$ cat config.mk
export PLATFORM = sky130hd
export DESIGN_NAME = door_access_ctrl_flat
export DESIGN_NICKNAME = d
export VERILOG_FILES = /design/src/rtl/door_access_if.sv /design/src/rtl/door_access_ctrl.sv /design/src/flat_wrapper.sv
export SDC_FILE = /design/constraint.sdc
export NUM_CORES = 1
export LEC_CHECK = 0
export CAP_MARGIN = 25
export CELL_PAD_IN_SITES_DETAIL_PLACEMENT = 0
export CELL_PAD_IN_SITES_GLOBAL_PLACEMENT = 1
export CORE_AREA = 2 2 65 67
export DETAILED_ROUTE_END_ITERATION = 10
export DIE_AREA = 0 0 67 69
export PLACE_DENSITY_LB_ADDON = 0.2
export SETUP_SLACK_MARGIN = 0.15
export SYNTH_ARGS = -nofsm -noshare
export SYNTH_HDL_FRONTEND = slang
export SYNTH_SLANG_ARGS = --single-unit
$ cat constraint.sdc
create_clock -name clk -period 4.12 [get_ports clk]
set_input_delay 0.412 -clock clk [delete_from_list [all_inputs] [get_ports clk]]
set_output_delay 0.412 -clock clk [all_outputs]
set_load 0.01 [all_outputs]
$ cat src/rtl/door_access_if.sv
// Bundle of per-door sensor/card inputs and LED/latch/occupancy outputs.
interface door_access_if #(
  parameter int unsigned NUM_DOORS = 2,
  parameter int unsigned CAP       = 2
);
  localparam int unsigned OCC_W = $clog2(CAP + 1);

  logic [NUM_DOORS-1:0] sensor_entrance;
  logic [NUM_DOORS-1:0] sensor_exit;
  logic [NUM_DOORS-1:0] card_valid;
  logic [NUM_DOORS-1:0] card_invalid;
  logic [NUM_DOORS-1:0] leave;
  logic [NUM_DOORS-1:0] GREEN_LED;
  logic [NUM_DOORS-1:0] RED_LED;
  logic [NUM_DOORS-1:0] door_status;
  logic [OCC_W-1:0]     occupancy;
  logic                 full;

  // Stimulus side: drives sensors and cards, observes indicators.
  modport master (
    output sensor_entrance, sensor_exit, card_valid, card_invalid, leave,
    input  GREEN_LED, RED_LED, door_status, occupancy, full
  );

  // Controller side.
  modport slave (
    input  sensor_entrance, sensor_exit, card_valid, card_invalid, leave,
    output GREEN_LED, RED_LED, door_status, occupancy, full
  );
endinterface

$ cat src/rtl/door_access_ctrl.sv
// Multi-door access controller: per-door card FSMs sharing a capacity-limited
// occupancy counter. All outputs are registered.
module door_access_ctrl #(
  parameter int unsigned NUM_DOORS   = 2,
  parameter int unsigned OPEN_CYCLES = 8,
  parameter int unsigned MAX_FAILS   = 3,
  parameter int unsigned LOCK_CYCLES = 16,
  parameter int unsigned CAP         = 2
) (
  input logic         clk,
  input logic         reset,
  door_access_if.slave bus
);
  localparam int unsigned OCC_W = $clog2(CAP + 1);
  localparam int unsigned TMAX  = (OPEN_CYCLES > LOCK_CYCLES) ? OPEN_CYCLES : LOCK_CYCLES;
  localparam int unsigned TW    = $clog2(TMAX);
  localparam int unsigned FW    = $clog2(MAX_FAILS + 1);

  typedef enum logic [1:0] {S_IDLE, S_WAIT, S_OPEN, S_LOCK} state_t;

  state_t               state_q [NUM_DOORS];
  state_t               state_d [NUM_DOORS];
  logic [TW-1:0]        timer_q [NUM_DOORS];
  logic [TW-1:0]        timer_d [NUM_DOORS];
  logic [FW-1:0]        fail_q  [NUM_DOORS];
  logic [FW-1:0]        fail_d  [NUM_DOORS];
  logic [OCC_W-1:0]     occ_q, occ_d;
  logic [NUM_DOORS-1:0] grant, pass;
  logic [NUM_DOORS-1:0] green_q, red_q, status_q;
  logic                 full_q;

  // Slot arbitration, per-door next state and occupancy update.
  always_comb begin : next_state
    int unsigned used;
    int unsigned n_pass;
    int unsigned n_leave;
    int          occ_n;
    grant   = '0;
    pass    = '0;
    n_pass  = 0;
    n_leave = 0;
    // Doors already open hold a slot until they exit or time out.
    used = 32'(occ_q);
    for (int unsigned i = 0; i < NUM_DOORS; i++)
      if (state_q[i] == S_OPEN) used = used + 1;
    for (int unsigned i = 0; i < NUM_DOORS; i++) begin
      if (state_q[i] == S_WAIT && bus.sensor_entrance[i] && bus.card_valid[i] && used < CAP) begin
        grant[i] = 1'b1;
        used     = used + 1;
      end
    end
    for (int unsigned i = 0; i < NUM_DOORS; i++) begin
      state_d[i] = state_q[i];
      timer_d[i] = timer_q[i];
      fail_d[i]  = fail_q[i];
      case (state_q[i])
        S_IDLE: if (bus.sensor_entrance[i]) state_d[i] = S_WAIT;
        S_WAIT: begin
          if (!bus.sensor_entrance[i]) begin
            state_d[i] = S_IDLE;
            fail_d[i]  = '0;
          end else if (bus.card_valid[i]) begin
            if (grant[i]) begin
              state_d[i] = S_OPEN;
              fail_d[i]  = '0;
              timer_d[i] = TW'(OPEN_CYCLES - 1);
            end
          end else if (bus.card_invalid[i]) begin
            fail_d[i] = fail_q[i] + 1'b1;
            if (32'(fail_q[i]) + 1 >= MAX_FAILS) begin
              state_d[i] = S_LOCK;
              timer_d[i] = TW'(LOCK_CYCLES - 1);
            end
          end
        end
        S_OPEN: begin
          // An exit on the expiry cycle still counts.
          if (bus.sensor_exit[i]) begin
            pass[i]    = 1'b1;
            state_d[i] = bus.sensor_entrance[i] ? S_WAIT : S_IDLE;
          end else if (timer_q[i] == '0) begin
            state_d[i] = S_IDLE;
          end else begin
            timer_d[i] = timer_q[i] - 1'b1;
          end
        end
        S_LOCK: begin
          if (timer_q[i] == '0) begin
            state_d[i] = S_IDLE;
            fail_d[i]  = '0;
          end else begin
            timer_d[i] = timer_q[i] - 1'b1;
          end
        end
        default: state_d[i] = S_IDLE;
      endcase
      if (pass[i])          n_pass  = n_pass + 1;
      if (bus.leave[i])     n_leave = n_leave + 1;
    end
    occ_n = int'(occ_q) + int'(n_pass) - int'(n_leave);
    if (occ_n < 0)        occ_n = 0;
    if (occ_n > int'(CAP)) occ_n = int'(CAP);
    occ_d = OCC_W'(occ_n);
  end

  // State, counters and output registers; outputs decode the next state.
  always_ff @(posedge clk) begin
    if (reset) begin
      for (int unsigned i = 0; i < NUM_DOORS; i++) begin
        state_q[i] <= S_IDLE;
        timer_q[i] <= '0;
        fail_q[i]  <= '0;
      end
      occ_q    <= '0;
      full_q   <= 1'b0;
      green_q  <= '0;
      red_q    <= '0;
      status_q <= '0;
    end else begin
      for (int unsigned i = 0; i < NUM_DOORS; i++) begin
        state_q[i]  <= state_d[i];
        timer_q[i]  <= timer_d[i];
        fail_q[i]   <= fail_d[i];
        green_q[i]  <= (state_d[i] == S_OPEN);
        status_q[i] <= (state_d[i] == S_OPEN);
        red_q[i]    <= (state_d[i] == S_WAIT) || (state_d[i] == S_LOCK);
      end
      occ_q  <= occ_d;
      full_q <= (32'(occ_d) == CAP);
    end
  end

  assign bus.GREEN_LED   = green_q;
  assign bus.RED_LED     = red_q;
  assign bus.door_status = status_q;
  assign bus.occupancy   = occ_q;
  assign bus.full        = full_q;
endmodule

$ cat src/flat_wrapper.sv
// flat-port wrapper written by rule: the top's interface ports become plain ports
module door_access_ctrl_flat 
#(
  parameter int unsigned NUM_DOORS   = 2,
  parameter int unsigned OPEN_CYCLES = 8,
  parameter int unsigned MAX_FAILS   = 3,
  parameter int unsigned LOCK_CYCLES = 16,
  parameter int unsigned CAP         = 2
)
  (clk, reset, bus_sensor_entrance, bus_sensor_exit, bus_card_valid, bus_card_invalid, bus_leave, bus_GREEN_LED, bus_RED_LED, bus_door_status, bus_occupancy, bus_full);
  door_access_if #(.NUM_DOORS(NUM_DOORS), .CAP(CAP)) bus_i ();
  input logic clk;
  input logic reset;
  input wire logic [$bits(bus_i.sensor_entrance)-1:0] bus_sensor_entrance;
  input wire logic [$bits(bus_i.sensor_exit)-1:0] bus_sensor_exit;
  input wire logic [$bits(bus_i.card_valid)-1:0] bus_card_valid;
  input wire logic [$bits(bus_i.card_invalid)-1:0] bus_card_invalid;
  input wire logic [$bits(bus_i.leave)-1:0] bus_leave;
  output wire logic [$bits(bus_i.GREEN_LED)-1:0] bus_GREEN_LED;
  output wire logic [$bits(bus_i.RED_LED)-1:0] bus_RED_LED;
  output wire logic [$bits(bus_i.door_status)-1:0] bus_door_status;
  output wire logic [$bits(bus_i.occupancy)-1:0] bus_occupancy;
  output wire logic [$bits(bus_i.full)-1:0] bus_full;
  assign bus_i.sensor_entrance = bus_sensor_entrance;
  assign bus_i.sensor_exit = bus_sensor_exit;
  assign bus_i.card_valid = bus_card_valid;
  assign bus_i.card_invalid = bus_card_invalid;
  assign bus_i.leave = bus_leave;
  assign bus_GREEN_LED = bus_i.GREEN_LED;
  assign bus_RED_LED = bus_i.RED_LED;
  assign bus_door_status = bus_i.door_status;
  assign bus_occupancy = bus_i.occupancy;
  assign bus_full = bus_i.full;
  door_access_ctrl #(.NUM_DOORS(NUM_DOORS), .OPEN_CYCLES(OPEN_CYCLES), .MAX_FAILS(MAX_FAILS), .LOCK_CYCLES(LOCK_CYCLES), .CAP(CAP)) u_core (.clk(clk), .reset(reset), .bus(bus_i));
endmodule
==> impl_metrics.csv <==
group,metric,value,unit
run_status,run_status,"complete, no violations",
final_layout,design.final.nets,226,
clocking,ctsRootBufferMaster,"sky130_fd_sc_hd__clkbuf_8",
power,total_leakage_power,0.0007625,uW
clocking,clkSlewWorstSetupHoldPaths,0.08,ns
floorplanning,die_y,69,um
worst_setup_path,crit_arrival,3.69,ns
power,power.combinational.fraction,25.3,%
worst_setup_path,setup.worst_path.end_class,"flop",
power,net-switching-power,154.4,uW
logic_synthesis,synth.distinct_cells,48,
route,drt_iter0_drc,31,
final_layout,drive_above_1_share,4.082,%
route,via_count,1320,
clocking,cts_num_sinks,23,
global_route,grt_max_degree,24,
logic_synthesis,dominantRegCellSynth,"sky130_fd_sc_hd__dfxtp_1",
timing,fin_crit_sh,86.90,%
clocking,cts_made_buffers,3,
power,sequential_fraction_of_design_power,47.5,%
logic_synthesis,synthesis.area_per_instance,8.583,um2
place,hpwlAfterDp,2.711,mm
worst_setup_path,critical_path_class,"flop to flop",
power,ir_worst_vdd,0.1338,mV
power,cellPowerDensity,289.3,nW/um2
clocking,holdBufCountCts,0,
clocking,cts_resized,0,
floorplanning,floorplan.initialDensity,39.03,%
timing,finClkSkew,0.001500,ns
place,port_buffers,20,
clocking,cts.repair_timing.setup_buffer_count,0,
clocking,cts_tree,"built",
timing,setup-tns-final,0,ns
route,route.detailed.wl_per_inst,13.92,um
timing,timing_worst_slew_pin_value,0.8647,ns
flow_run,max_cap_violations,0,
timing,layout_min_cycle_time,3.580,ns
route,drt.antenna.violating_nets,0,
logic_synthesis,synth.yosys.warnings,0,
power,cellInternalPower,367.6,uW
global_route,initial_antenna_violation_count,0,
power,net_switching_fraction_of_the_power,29.58,%
timing,clock.fmax,0.2793,GHz
logic_synthesis,asyncSetResetFlopFracSynth,0,%
global_route,vias_in_the_first_global_route,1353,
floorplanning,horizontal_extent_of_the_die,67,um
floorplanning,number_of_primary_i_o_pins,21,
floorplanning,row_count,23,
min_path,hold_path.class,"flop to flop",
final_layout,layout.filler_cells,393,
power,report.power.total,522.0,uW
clocking,ctsLongestPathBuffers,2,
timing,worst_slew_margin_rel,42.17,%
timing,unrepaired_setup_endpoints_after_global_routing,"no",
final_layout,num_antenna_cells,0,
global_route,grt.overflow.total,0,
logic_synthesis,synth_seq_area_share,30.14,%
route,viasPerCell,5.366,
place,globalplace.congestion,0.8103,
final_layout,flow.area_growth_from_synthesis,18.10,%
logic_synthesis,synth_area,1528,um2
route,route.detailed.drc,0,
timing,hold_viol_final,0,
logic_synthesis,synth_enable_flop_cells,0,
clocking,clock_latency,0.26,ns
route,routed_wl,3.425,mm
global_route,grt_use_total,16.07,%
power,pwr-share-clk,27.2,%
timing,slew_violations,0,
timing,timing.final.setup_violations,0,
global_route,wire_length_of_the_first_global_routing_pass,5.878,mm
logic_synthesis,synth.ff_latch_count,23,
logic_synthesis,syn-num-nets,207,
logic_synthesis,syn-instance-count,178,
floorplanning,design.die.area,4623,um2
clocking,ctsHtreeMaxLevel,1,
route,firstDrtPassIters,4,
floorplanning,coreArea,3914,um2
worst_setup_path,worstPathMaxFanout,5,
worst_setup_path,start_kind,"flop",
worst_setup_path,timing.critical_path.required,4.22,ns
==> layer usage <==
| metal | track usage, % | vias to the layer above | share of wire, % |
|---|---|---|---|
| met5 | 0 | - | 0 |
| met4 | 4.308 | 0 | 1.5 |
| met3 | 2.610 | 6 | 3.4 |
| met2 | 28.27 | 26 | 50 |
| met1 | 19.74 | 623 | 45 |
| li1 | - | 665 | - |
==> final cells by class <==
type / instances / area (um2) / area share (%)
repair buffers: 21 / 207.7 / 11.51
clock buffers: 4 / 45.04 / 2.497
multi-input cells: 123 / 934.6 / 51.80
well taps: 50 / 62.56 / 3.467
inverters: 25 / 93.84 / 5.201
flip-flops and latches: 23 / 460.4 / 25.52
==> cell families (layout without fill, tap and decap cells) <==
logic type / count (synthesis) / count (layout) / share of synthesized area [%]
buf+inv: 32 / 50 / 8.681
fa+ha+maj: 17 / 17 / 14.91
flops: 23 / 23 / 30.14
mux: 4 / 4 / 2.703
xor+xnor: 2 / 2 / 1.147
simple gates: 54 / 54 / 21.38
compound gates: 46 / 46 / 21.05
==> layout by cell type, fill, tap and decap left out, types with 6 or more instances in the layout <==
cell,synthesis,routed
sky130_fd_sc_hd__inv_1,25,25
sky130_fd_sc_hd__dfxtp_1,23,23
sky130_fd_sc_hd__ha_1,15,15
sky130_fd_sc_hd__nor2b_1,8,8
sky130_fd_sc_hd__o21ai_0,6,6
sky130_fd_sc_hd__clkdlybuf4s50_1,0,20
sky130_fd_sc_hd__a21oi_1,9,9
sky130_fd_sc_hd__nand2_1,8,8
sky130_fd_sc_hd__nor2_1,8,8
==> state kept, by name, indices dropped and copies added, names as in the netlist <==
register              cells
u_core.state_q            4
u_core.bus.RED_LED        2
u_core.bus.full           1
u_core.bus.occupancy      2
u_core.timer_q            8
u_core.fail_q             4
u_core.bus.GREEN_LED      2
==> cell usage after synthesis, types with 3 or more instances <==
cell type	n	share of area, %
sky130_fd_sc_hd__a211oi_1	5	2.5
sky130_fd_sc_hd__a21oi_1	9	2.9
sky130_fd_sc_hd__a41o_1	3	2.0
sky130_fd_sc_hd__and3b_1	3	1.7
sky130_fd_sc_hd__buf_4	3	1.5
sky130_fd_sc_hd__clkbuf_1	3	0.74
sky130_fd_sc_hd__dfxtp_1	23	30
sky130_fd_sc_hd__ha_1	15	12
sky130_fd_sc_hd__inv_1	25	6.1
sky130_fd_sc_hd__mux2i_1	3	2.0
sky130_fd_sc_hd__nand2_1	8	2.0
sky130_fd_sc_hd__nand3_1	5	1.6
sky130_fd_sc_hd__nand3b_1	3	1.5
sky130_fd_sc_hd__nor2_1	8	2.0
sky130_fd_sc_hd__nor2b_1	8	3.3
sky130_fd_sc_hd__nor3_1	3	0.98
sky130_fd_sc_hd__nor3b_1	5	2.5
sky130_fd_sc_hd__o21ai_0	6	2.0
sky130_fd_sc_hd__o21ai_1	5	1.6
==> worst max-delay path: stages (launching register included) <==
cell,delay (ns)
sky130_fd_sc_hd__dfxtp_1,0.43
sky130_fd_sc_hd__ha_1,0.27
sky130_fd_sc_hd__and3b_1,0.19
sky130_fd_sc_hd__a21o_1,0.18
sky130_fd_sc_hd__ha_1,0.28
sky130_fd_sc_hd__nor3b_1,0.30
sky130_fd_sc_hd__o21ba_1,0.20
sky130_fd_sc_hd__ha_1,0.27
sky130_fd_sc_hd__o21ai_0,0.17
sky130_fd_sc_hd__o21ai_1,0.11
sky130_fd_sc_hd__or4_4,0.44
sky130_fd_sc_hd__a21oi_4,0.23
sky130_fd_sc_hd__mux2i_1,0.23
sky130_fd_sc_hd__a21oi_1,0.11
==> power by group through the flow <==
| stage | clock, uW | sequential, uW | combinational (uW) |
|---|---|---|---|
| finish | 142 | 248 | 132 |
| global route | 159 | 250 | 150 |
| CTS | 151 | 248 | 133 |
| detailed placement | 0 | 253 | 132 |
| global placement | 0 | 252 | 127 |
| floorplan | 0 | 251 | 86.3 |
==> through the flow <==
stage                     utilization [%]  cell area [um2]  std cells  setup WS [ns]  hold slack, ns
after floorplan                         -             1528        178         0.8756          0.4443
after global placement              44.95             1759        242         0.7778          0.4657
after detailed placement            44.95             1759        242         0.4937          0.4704
after CTS                           46.10             1804        246         0.5015          0.4829
after global routing                46.10             1804        246         0.3042          0.5094
final                               46.10             1804        246         0.5397          0.4787
==> worst paths after layout <==
check                          startpoint                    to  slack, ns  depth (start not counted)
setup reg to reg  u_core.bus.occupancy[0]  u_core.timer_q[0][7]       0.54                         13
hold reg to reg      u_core.timer_q[0][6]  u_core.timer_q[0][6]       0.48                          2
setup / recovery  u_core.bus.occupancy[0]  u_core.timer_q[0][7]       0.54                         13
hold / removal       u_core.timer_q[0][6]  u_core.timer_q[0][6]       0.48                          2
Power figures use the tool's default switching activity.
